<file path="src/rtl/prime_scan_ctrl_pkg.sv">
// Shared constants for the prime/multiple range scanner: widths, flag indices
// and the controller state encoding.
package prime_scan_ctrl_pkg;

  localparam int NUM_W = 4;
  localparam int CNT_W = 5;
  localparam int MUL_N = 5;

  // Bit positions of the indicator's multiple flags within is_mul.
  localparam int MUL11 = 4;
  localparam int MUL7  = 3;
  localparam int MUL5  = 2;
  localparam int MUL3  = 1;
  localparam int MUL1  = 0;

  typedef enum logic [1:0] {
    ST_IDLE = 2'd0,
    ST_SCAN = 2'd1,
    ST_DONE = 2'd2
  } state_t;

endpackage

</file>
<file path="src/rtl/prime_scan_ctrl_hit_counter.sv">
// Saturation-free hit counter with synchronous clear and count enable;
// sized by the caller so that a full scan can never overflow it.
module hit_counter #(
  parameter int CNT_W = 5
) (
  input  logic             clk,
  input  logic             reset,
  input  logic             clear,
  input  logic             enable,
  output logic [CNT_W-1:0] count
);

  always_ff @(posedge clk) begin
    if (reset || clear) begin
      count <= '0;
    end else if (enable) begin
      count <= count + CNT_W'(1);
    end
  end

endmodule

</file>
<file path="src/rtl/prime_scan_ctrl.sv">
// Walks cur_num from lo to hi (inclusive), one value per clock, and counts
// the prime and multiple flags the downstream indicator returns for each value.
module prime_scan_ctrl #(
  parameter int NUM_W = prime_scan_ctrl_pkg::NUM_W,
  parameter int CNT_W = prime_scan_ctrl_pkg::CNT_W,
  parameter int MUL_N = prime_scan_ctrl_pkg::MUL_N
) (
  input  logic                   clk,
  input  logic                   reset,
  input  logic                   start,
  input  logic [NUM_W-1:0]       lo,
  input  logic [NUM_W-1:0]       hi,
  output logic [NUM_W-1:0]       cur_num,
  input  logic                   is_prime,
  input  logic [MUL_N-1:0]       is_mul,
  output logic                   busy,
  output logic                   done,
  output logic                   range_err,
  output logic [CNT_W-1:0]       prime_cnt,
  output logic [MUL_N*CNT_W-1:0] mul_cnt,
  output logic [1:0]             state_dbg
);

  import prime_scan_ctrl_pkg::*;

  // Handshake: start is a level request taken only while idle (accept);
  // nothing ever stalls it, and a start raised during SCAN/DONE is discarded.
  state_t           state_q;
  state_t           state_d;
  logic [NUM_W-1:0] hi_q;
  logic             accept;
  logic             scan;

  assign accept = (state_q == ST_IDLE) && start;
  assign scan   = (state_q == ST_SCAN);

  always_ff @(posedge clk) begin
    if (reset) begin
      state_q <= ST_IDLE;
    end else begin
      state_q <= state_d;
    end
  end

  always_comb begin
    state_d = state_q;
    case (state_q)
      ST_IDLE: if (start) state_d = (lo > hi) ? ST_DONE : ST_SCAN;
      ST_SCAN: if (cur_num == hi_q) state_d = ST_DONE;
      ST_DONE: state_d = ST_IDLE;
      default: state_d = ST_IDLE;
    endcase
  end

  // busy/done decode the state register only, so they carry no input paths.
  always_comb begin
    busy      = scan;
    done      = (state_q == ST_DONE);
    state_dbg = state_q;
  end

  // Stopping on the compare with the latched hi keeps cur_num from wrapping at 15.
  always_ff @(posedge clk) begin
    if (reset) begin
      cur_num   <= '0;
      hi_q      <= '0;
      range_err <= 1'b0;
    end else if (accept) begin
      range_err <= (lo > hi);
      if (lo <= hi) begin
        hi_q    <= hi;
        cur_num <= lo;
      end
    end else if (scan && (cur_num != hi_q)) begin
      cur_num <= cur_num + NUM_W'(1);
    end
  end

  hit_counter #(.CNT_W(CNT_W)) u_prime_cnt (
    .clk    (clk),
    .reset  (reset),
    .clear  (accept),
    .enable (scan && is_prime),
    .count  (prime_cnt)
  );

  for (genvar i = 0; i < MUL_N; i++) begin : g_mul
    hit_counter #(.CNT_W(CNT_W)) u_mul_cnt (
      .clk    (clk),
      .reset  (reset),
      .clear  (accept),
      .enable (scan && is_mul[i]),
      .count  (mul_cnt[i*CNT_W +: CNT_W])
    );
  end

endmodule

</file>
<file path="config.mk">
export PLATFORM = sky130hd
export DESIGN_NAME = prime_scan_ctrl
export DESIGN_NICKNAME = d
export VERILOG_FILES = /design/src/rtl/prime_scan_ctrl_pkg.sv /design/src/rtl/prime_scan_ctrl_hit_counter.sv /design/src/rtl/prime_scan_ctrl.sv
export SDC_FILE = /design/constraint.sdc
export NUM_CORES = 1
export LEC_CHECK = 0
export BUFFER_PORTS_ARGS = -buffer_cell sky130_fd_sc_hd__buf_4
export CAP_MARGIN = 25
export CORE_ASPECT_RATIO = 0.6
export CORE_UTILIZATION = 30
export DETAILED_ROUTE_END_ITERATION = 8
export PLACE_DENSITY_LB_ADDON = 0.12
export SLEW_MARGIN = 20
export SYNTH_ARGS = -nofsm -noshare
export SYNTH_HDL_FRONTEND = slang
export SYNTH_SLANG_ARGS = --single-unit
</file>
<file path="constraint.sdc">
create_clock -name clk -period 1.45 [get_ports clk]
set_input_delay 0.0725 -clock clk [delete_from_list [all_inputs] [get_ports clk]]
set_output_delay 0.0725 -clock clk [all_outputs]
set_load 0.005 [all_outputs]
</file>
### Word level (Yosys, flattened, before mapping)

Cells that the tools add are included.
W data, S select, Z words.

* bits in registers: 41
* latch bits: 0
* RAM bits: 0
* memory bits (read-only): 0
* bits of input ports: 17
* output and inout bits: 39
* logic and storage cells: 47
* memories: 0

* $add $sub $neg: 7
* multipliers: 0
* divide/modulo/power cells: 0
* magnitude comparators: 2
* equality and inequality tests: 7
* shift operators: 0
* mux-type cells: 7
* bitwise logic cells: 0
* reductions and logical operators: 14

Operator list (count)
* $add A5 B1 Y5 const B: 6
* $mux W4: 3
* $logic_and A1 B1 Y1: 8
* $mux W2: 3
* $reduce_and A2 Y1: 3
* $add A4 B1 Y4 const B: 1
* $eq A4 B4 Y1: 1
* $gt A4 B4 Y1: 1
* $le A4 B4 Y1: 1
* $ne A2 B2 Y1 const B: 2
* $ne A4 B4 Y1: 1
* $pmux W2 S2: 1
* $eq A2 B1 Y1 const B: 1
* $eq A2 B2 Y1 const B: 1
* $logic_not A2 Y1: 1
* $ne A2 B1 Y1 const B: 1
* $reduce_bool A2 Y1: 1
* $logic_or A1 B1 Y1: 1

### Logic depth before layout (Yosys ltp)

* depth after elaboration: 4
* mapped depth: 7
* depth with buffers taken out: 7

### Hierarchy

From an unflattened synthesis, not the netlist that was laid out.

* cells, all modules: 219
* area total of the unflattened synthesis: 2158.3 um^2

By module, submodules not included
* hit_counter: times used 6, cells each 23, area each 239.0 um^2, seq. area each 100.1 um^2
* prime_scan_ctrl: times used 1, cells each 81, area each 724.4 um^2, seq. area each 220.2 um^2

### Least setup slack after synthesis

OpenSTA, ideal clock, no wires.

* path kind: input to register
* start: in hi[3]
* end: reg cur_num[0]
* library setup time: 132 ps
* arrival time: 1220 ps
* required time: 1318 ps
* setup slack: 98 ps
* stages on the path: 7
* buffers on the path: 0
* cell sequence: inv_1 ha_1 and4_1 and2_2 a21o_4 a2bb2oi_1 a21oi_1

* word-level cells in the longest chain between the ends: 3

Ends and longest elaborated chain
* from (decl): line prime_scan_ctrl.sv:12 `input logic [NUM_W-1:0] hi,`
* $le A4 B4 Y1: line prime_scan_ctrl.sv:70 `if (lo <= hi) begin`
* $ne A2 B2 Y1 (no line)
* $reduce_and A2 Y1 (no line)
* to (signal assigned): line prime_scan_ctrl.sv:72 `cur_num <= lo;`
* to (signal assigned): line prime_scan_ctrl.sv:75 `cur_num <= cur_num + NUM_W'(1);`
* to (decl): line prime_scan_ctrl.sv:13 `output logic [NUM_W-1:0] cur_num,`

No other way between the ends.
A chain may end at the register's enable or synchronous reset.

### Final worst setup path

* start: reg hi_q[0]
* end: reg cur_num[0]

* word-level cells in the longest chain between the ends: 4

Ends and longest elaborated chain
* from (decl): line prime_scan_ctrl.sv:30 `logic [NUM_W-1:0] hi_q;`
* from (signal assigned): line prime_scan_ctrl.sv:71 `hi_q <= hi;`
* $ne A4 B4 Y1: line prime_scan_ctrl.sv:74 `end else if (scan && (cur_num != hi_q)) begin`
* $logic_and A1 B1 Y1: line prime_scan_ctrl.sv:74
* $reduce_bool A2 Y1 (no line)
* $reduce_and A2 Y1 (no line)

No other way between the ends.

==> impl_metrics.env <==
export IMPL_comb_power_share_pct=23.9
export IMPL_slew_limit_headroom_pct=76.3
export IMPL_row_count=22
export IMPL_grt_max_degree=31
export IMPL_routed_wl_um=4350
export IMPL_pin_count=56
export IMPL_path_clk_slew_ns=0.07
export IMPL_final_cell_mix="buf_4, dfxtp_1, nor2_1"
export IMPL_gp_congestion=0.808
export IMPL_vias_per_cell=4.43
export IMPL_drt_iter0_markers=44
export IMPL_grt_use_total_pct=13.0
export IMPL_numPlacedInstances=359
export IMPL_clkSinkCount=41
export IMPL_start_kind="flip-flop"
export IMPL_critPathSlowestCell="dfxtp_1"
export IMPL_routedWlPerCell_um=11.9
export IMPL_path_cells="xnor2_1 -> buf_4 -> nand3_2 -> o21ai_4 -> a2bb2oi_1 -> a21oi_1"
export IMPL_period_needed_ns=1.36
export IMPL_worstPathMaxFanout=4
export IMPL_rsz0062_at_grt="yes"
export IMPL_die_x_um=107
export IMPL_criticalPathCategory="flip-flop to flip-flop"
export IMPL_power_total_uw=2740
export IMPL_critPathArrivalTime_ns=1.53
export IMPL_hold_viol=0
export IMPL_grt_pass1_vias=1471
export IMPL_yosysSeqAreaShare_pct=41.0
export IMPL_final_layout_size_suffix_gt1_share_pct=36.5
export IMPL_netlist_area_mm2=0.00200
export IMPL_clock_path_buffers=2
export IMPL_critical_path_max_stage_delay_ns=0.32
export IMPL_p_leak_uw=0.00119
export IMPL_yosys_register_bits=41
export IMPL_clock_latency_ns=0.28
export IMPL_clkPwrFrac_pct=31.8
export IMPL_final_cells=366
export IMPL_tritoncts="yes"
export IMPL_layout_commonest_cell="buf_4"
export IMPL_ys_warn_count=0
export IMPL_start_util_pct=31.9
export IMPL_p_seq_share_pct=44.2
export IMPL_dr_pass1_iters=4
export IMPL_antenna_found_initial=0
export IMPL_power_density_mw_per_mm2=998
export IMPL_via_count=1620
export IMPL_hpwl_um=3290
export IMPL_switching_share_pct=26.5
export IMPL_status="completed"
export IMPL_detail_route_antenna_nets=0
export IMPL_cap_violations=0
export IMPL_required_ns=1.62
export IMPL_synthDistinctLibCells=37
export IMPL_critPathBufInv=1
export IMPL_slew_viol_final=0
export IMPL_area_delta_synth_final_pct=36.9
export IMPL_tns_ns=0
export IMPL_cts_buffers=5
export IMPL_fin_crit_sh_pct=94.0
export IMPL_cp_top_family="compound AO/OA/AOI/OAI gates"
export IMPL_p_sw_uw=725
export IMPL_hold_class="input port to flip-flop"
export IMPL_fp_dieH_um=65.3
export IMPL_layout_nets=310
export IMPL_fmax_mhz=733
export IMPL_drc_errors=0
export IMPL_htreeDepth=2
export IMPL_die_area_mm2=0.00701
export IMPL_fin_skew_ns=0.00566
export IMPL_place_port_buffers=55
export IMPL_grt_ovfl_total=0
export IMPL_worst_setup_path_end_kind="flip-flop"
export IMPL_fin_hold_ws_ns=0.0541
export IMPL_synth_fp_nets=240
export IMPL_cts_root_buf="clkbuf_8"
export IMPL_fin_util_pct=43.7
export IMPL_holdBufCountCts=0
export IMPL_n_antenna_cell=0
export IMPL_synth_avg_cell_area_um2=9.44
export IMPL_intPower_uw=2010
export IMPL_setup_viol=0
export IMPL_tightestPinTransition_ns=0.347
export IMPL_grt_pass1_wl_um=7000
export IMPL_syn_inst=212
export IMPL_core_mm2=0.00628
export IMPL_ir_drop_mv=0.412
## layer usage
metal | track usage [%] | wire length, µm | vias up
met5 | 0 | 0 | -
met4 | 3.08 | 19 | 0
met3 | 3.47 | 293 | 2
met2 | 17.3 | 1560 | 53
met1 | 20.2 | 2480 | 710
li1 | - | - | 855
## synth_stat cells, drive strengths merged
| cell type | instances | area share [%] |
|---|---|---|
| and2 | 8 | 3.4 |
| and2b | 1 | 0.38 |
| nand2b | 1 | 0.69 |
| a21oi | 10 | 3.1 |
| inv | 8 | 1.8 |
| o21ai | 4 | 1.2 |
| nor3 | 4 | 1.0 |
| a22oi | 1 | 0.38 |
| buf | 9 | 4.1 |
| or2 | 1 | 0.31 |
| a21o | 1 | 0.75 |
| o21a | 1 | 0.38 |
| a31oi | 2 | 0.62 |
| ha | 11 | 6.9 |
| a41oi | 1 | 0.81 |
| nor2 | 32 | 6.0 |
| and4 | 1 | 0.44 |
| nand4 | 12 | 3.7 |
| xnor2 | 10 | 4.4 |
| nand2 | 16 | 3.0 |
| a211oi | 1 | 0.38 |
| clkbuf | 1 | 0.19 |
| nor2b | 1 | 0.44 |
| a2bb2oi | 1 | 0.44 |
| nand3 | 5 | 1.2 |
| a2111oi | 2 | 0.88 |
| dfxtp | 41 | 41 |
| o211ai | 1 | 0.62 |
| mux2i | 6 | 3.0 |
| xor2 | 18 | 7.9 |
| nor3b | 1 | 0.62 |
## power by group through the flow
stage,clock network [µW],logic [µW],registers [µW]
2_1_floorplan,0,337,1250
5_1_grt,954,721,1220
6_report,871,655,1210
4_1_cts,917,629,1210
3_3_place_gp,0,632,1230
3_5_place_dp,0,623,1230
## registers in the layout, indices dropped and copies added, names as in the netlist
| register | flops |
|---|---|
| g_mul.u_mul_cnt.count | 25 |
| hi_q | 4 |
| state_dbg | 2 |
| u_prime_cnt.count | 5 |
| cur_num | 4 |
| range_err | 1 |
## layout make-up
| cell class | count | area [µm²] |
|---|---|---|
| multi-input cells | 153 | 1090 |
| fillers | 617 | 3540 |
| inverters | 8 | 42.5 |
| well taps | 84 | 105 |
| clock inverters | 2 | 35.0 |
| flip-flops and latches | 41 | 822 |
| repair buffers | 73 | 573 |
| clock buffers | 5 | 68.8 |
## worst reg2reg max path, cell delays in order, from the launching register on
cell       delay (ns)
dfxtp_1          0.32
xnor2_1          0.15
buf_4            0.15
nand3_2          0.13
o21ai_4          0.24
a2bb2oi_1        0.18
a21oi_1          0.08
## path summary, 6_finish.rpt
| kind | from | end | slack [ns] | depth (start not counted) |
|---|---|---|---|---|
| min reg2reg | hi_q[0] | hi_q[0] | 0.47 | 2 |
| max reg2reg | hi_q[0] | cur_num[0] | 0.09 | 6 |
| max | hi_q[0] | cur_num[0] | 0.09 | 6 |
| min | hi[2] | hi_q[2] | 0.05 | 3 |
## stage by stage
stage          cell area [µm²]  setup WS (ns)
2_1_floorplan             2000         0.0980
3_3_place_gp              2590        -0.0935
3_5_place_dp              2590         -0.114
4_1_cts                   2710         0.0271
5_1_grt                   2740       -0.00944
6_report                  2740         0.0865
## timing repair
action                     4_1_cts  5_1_grt
buffers inserted                 0        0
gates resized for setup          1        8
pin swaps                        1        0
setup endpoints to repair        1        7
## cell families after synthesis
kind of cell	share of synthesized area [%]
fa+ha+maj	6.87
xor+xnor	12.2
flops	41.0
compound gates	9.50
mux	3.00
buf+inv	6.06
simple gates	21.3
Power figures use the tool's default switching activity.
